==> config.mk <==
export PLATFORM = sky130hd
export DESIGN_NAME = wu_decode
export DESIGN_NICKNAME = d
export VERILOG_FILES = /design/src/rtl/wu_decode_pkg.sv /design/src/rtl/wud_fifo.sv /design/src/rtl/wu_decode.sv
export SDC_FILE = /design/constraint.sdc
export NUM_CORES = 1
export LEC_CHECK = 0
export ABC_AREA = 1
export CORE_MARGIN = 5
export CORE_UTILIZATION = 45
export DETAILED_ROUTE_END_ITERATION = 12
export GPL_TIMING_DRIVEN = 0
export PLACE_DENSITY = 0.67
export SLEW_MARGIN = 20
export SYNTH_ARGS = -nofsm -noshare
export SYNTH_HDL_FRONTEND = slang
export SYNTH_SLANG_ARGS = --single-unit
==> constraint.sdc <==
create_clock -name clk -period 9.95 [get_ports clk]
set_clock_uncertainty 0.2 [all_clocks]
set_input_delay 2.985 -clock clk [delete_from_list [all_inputs] [get_ports clk]]
set_output_delay 2.985 -clock clk [all_outputs]
set_load 0.02 [all_outputs]
==> src/rtl/wu_decode_pkg.sv <==
// Shared encodings for the WU decode stage.
// Contents:
//   word_type_e - WU word type carried in data[31:30]
//   wud_state_e - decoder FSM states
//   field bit positions for HEADER and OPTION words
//   rec_width() - packed record width for a given option count
package wu_decode_pkg;

  typedef enum logic [1:0] {
    WtNop    = 2'b00,
    WtHeader = 2'b01,
    WtOption = 2'b10,
    WtEnd    = 2'b11
  } word_type_e;

  typedef enum logic [1:0] {
    WudIdle    = 2'b00,
    WudOpts    = 2'b01,
    WudWaitEnd = 2'b10,
    WudErr     = 2'b11
  } wud_state_e;

  // Word type field (all words)
  localparam int unsigned TypeHi    = 31;
  localparam int unsigned TypeLo    = 30;
  // HEADER fields
  localparam int unsigned OpcodeHi  = 29;
  localparam int unsigned OpcodeLo  = 26;
  localparam int unsigned NumOptsHi = 25;
  localparam int unsigned NumOptsLo = 22;
  localparam int unsigned TagHi     = 21;
  localparam int unsigned TagLo     = 0;
  // OPTION fields
  localparam int unsigned OptIdHi   = 29;
  localparam int unsigned OptIdLo   = 26;
  localparam int unsigned OptValHi  = 15;
  localparam int unsigned OptValLo  = 0;

  localparam int unsigned OpcodeW   = 4;
  localparam int unsigned TagW      = 22;
  localparam int unsigned NumOptsW  = 4;
  localparam int unsigned OptIdW    = 4;
  localparam int unsigned OptValW   = 16;

  // Record layout, MSB first: opcode, tag, num_opts, opt_id[], opt_val[]
  function automatic int unsigned rec_width(input int unsigned max_opts);
    return OpcodeW + TagW + NumOptsW + max_opts * (OptIdW + OptValW);
  endfunction

endpackage

==> src/rtl/wud_fifo.sv <==
// Generic first-word-fall-through FIFO with occupancy count.
// Ports:
//   clk, rst_n       - clock, asynchronous active-low reset
//   push, wdata      - write request and data (ignored when full unless popping)
//   pop              - read request (ignored when empty)
//   rdata            - head entry, valid whenever count != 0
//   count            - current occupancy
//   count_next       - occupancy after this cycle's push/pop
//   full             - count == Depth
module wud_fifo #(
  parameter int unsigned Width = 8,
  parameter int unsigned Depth = 8
) (
  input  logic                     clk,
  input  logic                     rst_n,
  input  logic                     push,
  input  logic [Width-1:0]         wdata,
  input  logic                     pop,
  output logic [Width-1:0]         rdata,
  output logic [$clog2(Depth):0]   count,
  output logic [$clog2(Depth):0]   count_next,
  output logic                     full
);

  localparam int unsigned PtrW = $clog2(Depth);
  localparam int unsigned CntW = PtrW + 1;

  logic [Width-1:0] mem_q [Depth];
  logic [PtrW-1:0]  wr_ptr_q, rd_ptr_q;
  logic [CntW-1:0]  count_q;
  logic             push_ok, pop_ok;

  assign full    = (count_q == CntW'(Depth));
  assign pop_ok  = pop && (count_q != '0);
  // A pop frees the slot this cycle, so a push into a full FIFO is accepted alongside it.
  assign push_ok = push && (!full || pop_ok);

  assign count      = count_q;
  assign count_next = count_q + CntW'(push_ok) - CntW'(pop_ok);
  assign rdata      = mem_q[rd_ptr_q];

  always_ff @(posedge clk or negedge rst_n) begin
    if (!rst_n) begin
      wr_ptr_q <= '0;
      rd_ptr_q <= '0;
      count_q  <= '0;
    end else begin
      if (push_ok) wr_ptr_q <= wr_ptr_q + 1'b1;
      if (pop_ok)  rd_ptr_q <= rd_ptr_q + 1'b1;
      count_q <= count_next;
    end
  end

  // Storage needs no reset: entries are only observed once written.
  always_ff @(posedge clk) begin
    if (push_ok) mem_q[wr_ptr_q] <= wdata;
  end

endmodule

==> src/rtl/wu_decode.sv <==
// WU decode stage: parses the WU memory word stream into instruction records,
// queues them in a FWFT FIFO and hands them to the manager control consumer.
// Optional build macro: WUD_PARITY_CHECK_EN adds input wum__wud__parity (even
// parity over the word); a mismatching valid word forces the error state.
// Ports:
//   clk, reset_poweron_n          - clock, asynchronous active-low reset
//   wum__wud__valid/data          - word stream from WU memory
//   wum__wud__parity              - (WUD_PARITY_CHECK_EN only) even parity bit
//   wud__wuf__stall               - registered stall to the fetch stage
//   wud__mcntl__valid/ready       - record handshake
//   wud__mcntl__opcode/tag/...    - head record fields, zero when no record
//   wud__mcntl__err               - sticky decode/overflow error
module wu_decode
  import wu_decode_pkg::*;
#(
  parameter int unsigned WU_WORD_W    = 32,
  parameter int unsigned MAX_OPTS     = 4,
  parameter int unsigned FIFO_DEPTH   = 8,
  parameter int unsigned STALL_MARGIN = 4
) (
  input  logic                    clk,
  input  logic                    reset_poweron_n,
  input  logic                    wum__wud__valid,
  input  logic [WU_WORD_W-1:0]    wum__wud__data,
`ifdef WUD_PARITY_CHECK_EN
  input  logic                    wum__wud__parity,
`endif
  output logic                    wud__wuf__stall,
  output logic                    wud__mcntl__valid,
  input  logic                    mcntl__wud__ready,
  output logic [3:0]              wud__mcntl__opcode,
  output logic [21:0]             wud__mcntl__tag,
  output logic [3:0]              wud__mcntl__num_opts,
  output logic [4*MAX_OPTS-1:0]   wud__mcntl__opt_id,
  output logic [16*MAX_OPTS-1:0]  wud__mcntl__opt_val,
  output logic                    wud__mcntl__err
);

  localparam int unsigned RecW        = rec_width(MAX_OPTS);
  localparam int unsigned CntW        = $clog2(FIFO_DEPTH) + 1;
  localparam logic [CntW-1:0] StallThresh = CntW'(FIFO_DEPTH - STALL_MARGIN);
  localparam logic [3:0]      MaxOptsN    = 4'(MAX_OPTS);

  // Word field extraction
  word_type_e           wtype;
  logic [OpcodeW-1:0]   w_opcode;
  logic [NumOptsW-1:0]  w_nopts;
  logic [TagW-1:0]      w_tag;
  logic [OptIdW-1:0]    w_id;
  logic [OptValW-1:0]   w_val;

  assign wtype    = word_type_e'(wum__wud__data[TypeHi:TypeLo]);
  assign w_opcode = wum__wud__data[OpcodeHi:OpcodeLo];
  assign w_nopts  = wum__wud__data[NumOptsHi:NumOptsLo];
  assign w_tag    = wum__wud__data[TagHi:TagLo];
  assign w_id     = wum__wud__data[OptIdHi:OptIdLo];
  assign w_val    = wum__wud__data[OptValHi:OptValLo];

  if (WU_WORD_W > 32) begin : g_wide_word
    logic unused_hi_bits;
    assign unused_hi_bits = ^wum__wud__data[WU_WORD_W-1:32];
  end

  logic parity_err;
`ifdef WUD_PARITY_CHECK_EN
  assign parity_err = (^wum__wud__data) != wum__wud__parity;
`else
  assign parity_err = 1'b0;
`endif

  // Decoder state and record under assembly
  wud_state_e           state_q;
  logic [OpcodeW-1:0]   opcode_q;
  logic [TagW-1:0]      tag_q;
  logic [NumOptsW-1:0]  num_opts_q;
  logic [3:0]           opt_cnt_q;
  logic [OptIdW-1:0]    opt_id_q  [MAX_OPTS];
  logic [OptValW-1:0]   opt_val_q [MAX_OPTS];
  logic                 err_q;
  logic                 stall_q;

  // FIFO interface
  logic [RecW-1:0]      fifo_wdata, fifo_rdata;
  logic [CntW-1:0]      fifo_count, fifo_count_next;
  logic                 fifo_full;
  logic                 out_valid, pop, push_req, overflow;
  logic                 active, word_ok, proto_err, err_event;

  assign out_valid = (fifo_count != '0);
  assign pop       = out_valid && mcntl__wud__ready;

  assign active    = wum__wud__valid && (state_q != WudErr);
  assign word_ok   = active && !parity_err;
  assign push_req  = word_ok && (state_q == WudWaitEnd) && (wtype == WtEnd);
  assign overflow  = push_req && fifo_full && !pop;

  // Word types that are illegal in the current state; NOPs are always legal.
  always_comb begin
    proto_err = 1'b0;
    unique case (state_q)
      WudIdle:    proto_err = (wtype == WtOption) || (wtype == WtEnd) ||
                              ((wtype == WtHeader) && (w_nopts > MaxOptsN));
      WudOpts:    proto_err = (wtype == WtHeader) || (wtype == WtEnd);
      WudWaitEnd: proto_err = (wtype == WtHeader) || (wtype == WtOption);
      WudErr:     proto_err = 1'b0;
    endcase
  end

  assign err_event = active && (parity_err || proto_err || overflow);

  always_ff @(posedge clk or negedge reset_poweron_n) begin
    if (!reset_poweron_n) begin
      state_q    <= WudIdle;
      opcode_q   <= '0;
      tag_q      <= '0;
      num_opts_q <= '0;
      opt_cnt_q  <= '0;
      err_q      <= 1'b0;
      stall_q    <= 1'b0;
      for (int i = 0; i < int'(MAX_OPTS); i++) begin
        opt_id_q[i]  <= '0;
        opt_val_q[i] <= '0;
      end
    end else begin
      stall_q <= (fifo_count_next >= StallThresh);
      if (err_event) begin
        state_q <= WudErr;
        err_q   <= 1'b1;
      end else if (word_ok) begin
        unique case (state_q)
          WudIdle: begin
            if (wtype == WtHeader) begin
              opcode_q   <= w_opcode;
              tag_q      <= w_tag;
              num_opts_q <= w_nopts;
              opt_cnt_q  <= '0;
              for (int i = 0; i < int'(MAX_OPTS); i++) begin
                opt_id_q[i]  <= '0;
                opt_val_q[i] <= '0;
              end
              state_q <= (w_nopts == '0) ? WudWaitEnd : WudOpts;
            end
          end
          WudOpts: begin
            if (wtype == WtOption) begin
              for (int i = 0; i < int'(MAX_OPTS); i++) begin
                if (opt_cnt_q == 4'(i)) begin
                  opt_id_q[i]  <= w_id;
                  opt_val_q[i] <= w_val;
                end
              end
              opt_cnt_q <= opt_cnt_q + 4'd1;
              if (opt_cnt_q == num_opts_q - 4'd1) state_q <= WudWaitEnd;
            end
          end
          WudWaitEnd: begin
            // The record itself is pushed by push_req on this same edge.
            if (wtype == WtEnd) state_q <= WudIdle;
          end
          WudErr: ;
        endcase
      end
    end
  end

  // Pack the record: opcode, tag, num_opts, opt_id slots, opt_val slots (slot 0 in LSBs).
  logic [4*MAX_OPTS-1:0]  id_flat;
  logic [16*MAX_OPTS-1:0] val_flat;

  always_comb begin
    id_flat  = '0;
    val_flat = '0;
    for (int i = 0; i < int'(MAX_OPTS); i++) begin
      id_flat[i*4 +: 4]   = opt_id_q[i];
      val_flat[i*16 +: 16] = opt_val_q[i];
    end
  end

  assign fifo_wdata = {opcode_q, tag_q, num_opts_q, id_flat, val_flat};

  wud_fifo #(
    .Width (RecW),
    .Depth (FIFO_DEPTH)
  ) u_fifo (
    .clk        (clk),
    .rst_n      (reset_poweron_n),
    .push       (push_req),
    .wdata      (fifo_wdata),
    .pop        (pop),
    .rdata      (fifo_rdata),
    .count      (fifo_count),
    .count_next (fifo_count_next),
    .full       (fifo_full)
  );

  // Record fields are masked to zero while empty so stale storage never shows.
  assign wud__mcntl__valid    = out_valid;
  assign wud__mcntl__opcode   = out_valid ? fifo_rdata[RecW-1 -: 4]  : '0;
  assign wud__mcntl__tag      = out_valid ? fifo_rdata[RecW-5 -: 22] : '0;
  assign wud__mcntl__num_opts = out_valid ? fifo_rdata[RecW-27 -: 4] : '0;
  assign wud__mcntl__opt_id   = out_valid ? fifo_rdata[20*MAX_OPTS-1 -: 4*MAX_OPTS] : '0;
  assign wud__mcntl__opt_val  = out_valid ? fifo_rdata[16*MAX_OPTS-1:0] : '0;
  assign wud__mcntl__err      = err_q;
  assign wud__wuf__stall      = stall_q;

endmodule

==> summary.md <==
| Metric | Value |
|---|---|
| Core box area | `0.08810 mm²` |
| Crit path max fanout | `10` |
| Mapped Cells | `3208` |
| Seq/Total Area, Yosys | `74.47%` |
| Post-CTS Repair Setup Buffers | `0` |
| WS Path Type | `flop to output pin` |
| Leak | `18.93 nW` |
| Die footprint | `0.09445 mm²` |
| Setup ws final | `2567 ps` |
| Min Hold Slack | `295.7 ps` |
| Synth Net Count | `about 3300` |
| FP Rows | `approximately 110` |
| Drt pass-1 iters | `5` |
| Die Width | `307.3 µm` |
| Max clock buf depth | `3` |
| CTS Root Cell | `clkbuf_16` |
| Final Hold Vio Count | `0` |
| Setup TNS | `0 ps` |
| Clock Latency Late Sink | `670 ps` |
| EDFF count, synth | `880` |
| DR WL/cell | `~24 µm` |
| Final setup viols | `0` |
| DR DRC count | `0` |
| H-tree levels | `3` |
| Sink Count | `1008` |
| Total number of vias | `27060` |
| CTS tree | `yes` |
| Setup crit end kind | `output pin` |
| DR vias/cell | `5.700` |
| Status | `complete, no violations` |
| Worst slack, placed | `3363 ps` |
| Worst min-delay path class | `flop to flop` |
| Initial Util | `45.16%` |
| Max-Cap Viols | `0` |
| Tmin final | `around 7400 ps` |
| Final HPWL DP | `73.36 mm` |
| Antenna violations before repair | `3` |
| First-pass GRT wire length | `167.8 mm` |
| Area delta synth->final | `18.69%` |
| Async set-or-reset flop fraction in the synthesized netlist | `12.70%` |
| WP data required | `6770 ps` |
| Ports | `around 150` |
| Antenna cells | `0` |
| YS warnings | `0` |
| GRT Total Usage | `between 20% and 30%` |
| Pin count of the biggest net entering global routing | `82` |
| Grt total ovfl | `0` |
| DRT antenna net count | `0` |
| Gpl congestion | `0.8483` |
| Fillers | `7246` |
| Vias in the first global route | `26010` |
| DR iter-0 viols | `~3400` |
| CTS clk-pin slew, worst paths | `60 ps` |
| Distinct cells, synth | `36` |
| Mapped Area | `0.03978 mm²` |
| CTS resizes | `0` |
| Post-Layout Cell Count | `4748` |
| CP Launch Type | `flop` |
| Worst Max-Slew Pin Slew | `between 800 and 900 ps` |
| Post-Route WL | `113.8 mm` |
| Relative slew margins | `40.87%` |
| Share of layout cells above drive strength 1 | `8.708%` |
| Pwr Density | `between 200 and 300 mW/mm²` |
| Chip height | `307.3 µm` |
| Slew Viols, Final | `0` |
| Mean area per synthesized cell | `12.40 µm²` |
| CTS Buf Count | `a little under 100` |
| FF+latch count, synth | `1008` |
| Fmax | `0.1355 GHz` |
| Most frequent cells in the layout | `edfxtp_1 (880), nor2_1 (668), o21ai_0 (454), nand2_1 (376), clkdlybuf4s50_1 (147)` |
| Cells after DPL | `4569` |
| Hold_buf cts | `0` |
| CP Data Arrival Time | `4200 ps` |
| RSZ-0062 raised after global routing | `false` |
| IO Port Bufs | `between 100 and 150` |
| Final Cycle Share | `74.20%` |
| Worst vdd ir | `0.0002055 V` |
| Top FF cell, synth | `edfxtp_1` |
| Nets | `between 3000 and 4000` |
| Commonest non-fill, non-tap cell in the layout | `edfxtp_1` |
## sequential cells by signal, indices dropped and copies added (netlist names)
name and flops:
fifo_wdata 80, num_opts_q 4, opcode_q 4, opt_cnt_q 4, state_q 2, tag_q 22, u_fifo.count 4, u_fifo.mem_q 880
u_fifo.rd_ptr_q 3, u_fifo.wr_ptr_q 3, wud__mcntl__err 1, wud__wuf__stall 1
## routing by layer
layer,vias to the layer above,track usage [%],share of wire [%],wire [µm]
li1,12110,-,-,-
met3,273,4.243,9.2,10430
met5,-,0,0.027,31
met1,13310,32.06,39,44620
met4,4,11.17,5.0,5684
met2,1374,37.43,47,53020
## where the power goes
group	switching, W	total [W]	internal [W]
logic	0.00346	0.00528	0.00182
registers	0.0000168	0.00457	0.00455
clock network	0.00155	0.00373	0.00218
total	0.00502	0.0136	0.00855
## synth_stat cells, drive strengths merged (3+ instances only)
library cell / count / area share, %
a21oi: 3 / 0.038
a31oi: 110 / 1.7
buf: 92 / 1.5
clkbuf: 117 / 1.1
dfrtp: 128 / 8.1
edfxtp: 880 / 66
ha: 18 / 0.57
inv: 59 / 0.56
nand2: 382 / 3.7
nand3: 40 / 0.57
nand4: 9 / 0.14
nor2: 682 / 6.5
o21ai: 563 / 7.1
o22ai: 110 / 1.7
or2: 3 / 0.047
xor2: 6 / 0.13
## area by class of cell
cell class	count	area, µm²	area share [%]
buffer	209	1045	2.213
clock buffer	145	2845	6.026
clock inverter	34	386.6	0.8188
inverter	60	229.0	0.4849
multi-input combinational	1931	8947	18.95
sequential	1008	29630	62.75
tap	1165	1458	3.087
timing repair buffer	196	2680	5.676
## worst max-delay path, cell delays in order (launching register included)
cell and delay [ps]:
dfrtp_1 390, buf_6 190, inv_4 260, clkbuf_2 590
clkbuf_1 570, o21ai_0 240, a31oi_1 540, clkdlybuf4s50_1 720
## final timing paths
check	from	endpoint	slack, ps	depth (start not counted)
max	u_fifo.rd_ptr_q[0]	wud__mcntl__opt_id[3]	2570	7
min	wud__mcntl__err	wud__mcntl__err	300	2
max reg2reg	u_fifo.count[2]	u_fifo.mem_q[3][14]	6450	12
min reg2reg	wud__mcntl__err	wud__mcntl__err	300	2
max in group asynchronous	reset_poweron_n	fifo_wdata[55]	6700	2
min in group asynchronous	reset_poweron_n	fifo_wdata[16]	2060	1
## cell families (layout without fill, tap and decap cells)
logic type               count (synthesis)  after routing  share of synthesized area (%)
AND/OR/NAND/NOR                       1118           1118                          10.96
flip-flops                            1008           1008                          74.47
AO/OA/AOI/OAI                          788            788                          10.63
buffers and inverters                  269            644                          3.189
adder cells (fa/ha/maj)                 19             19                         0.6164
XOR/XNOR                                 6              6                         0.1321
## stage by stage
step                      total power [W]  util (%)  area [µm²]
after floorplan                  0.007589         -       39780
after global placement           0.009862     48.49       42720
after detailed placement         0.009924     49.93       43990
after CTS                         0.01363     53.60       47220
after global routing              0.01418     53.60       47220
final                             0.01358     53.60       47220
(Power assumes the default switching activity.)
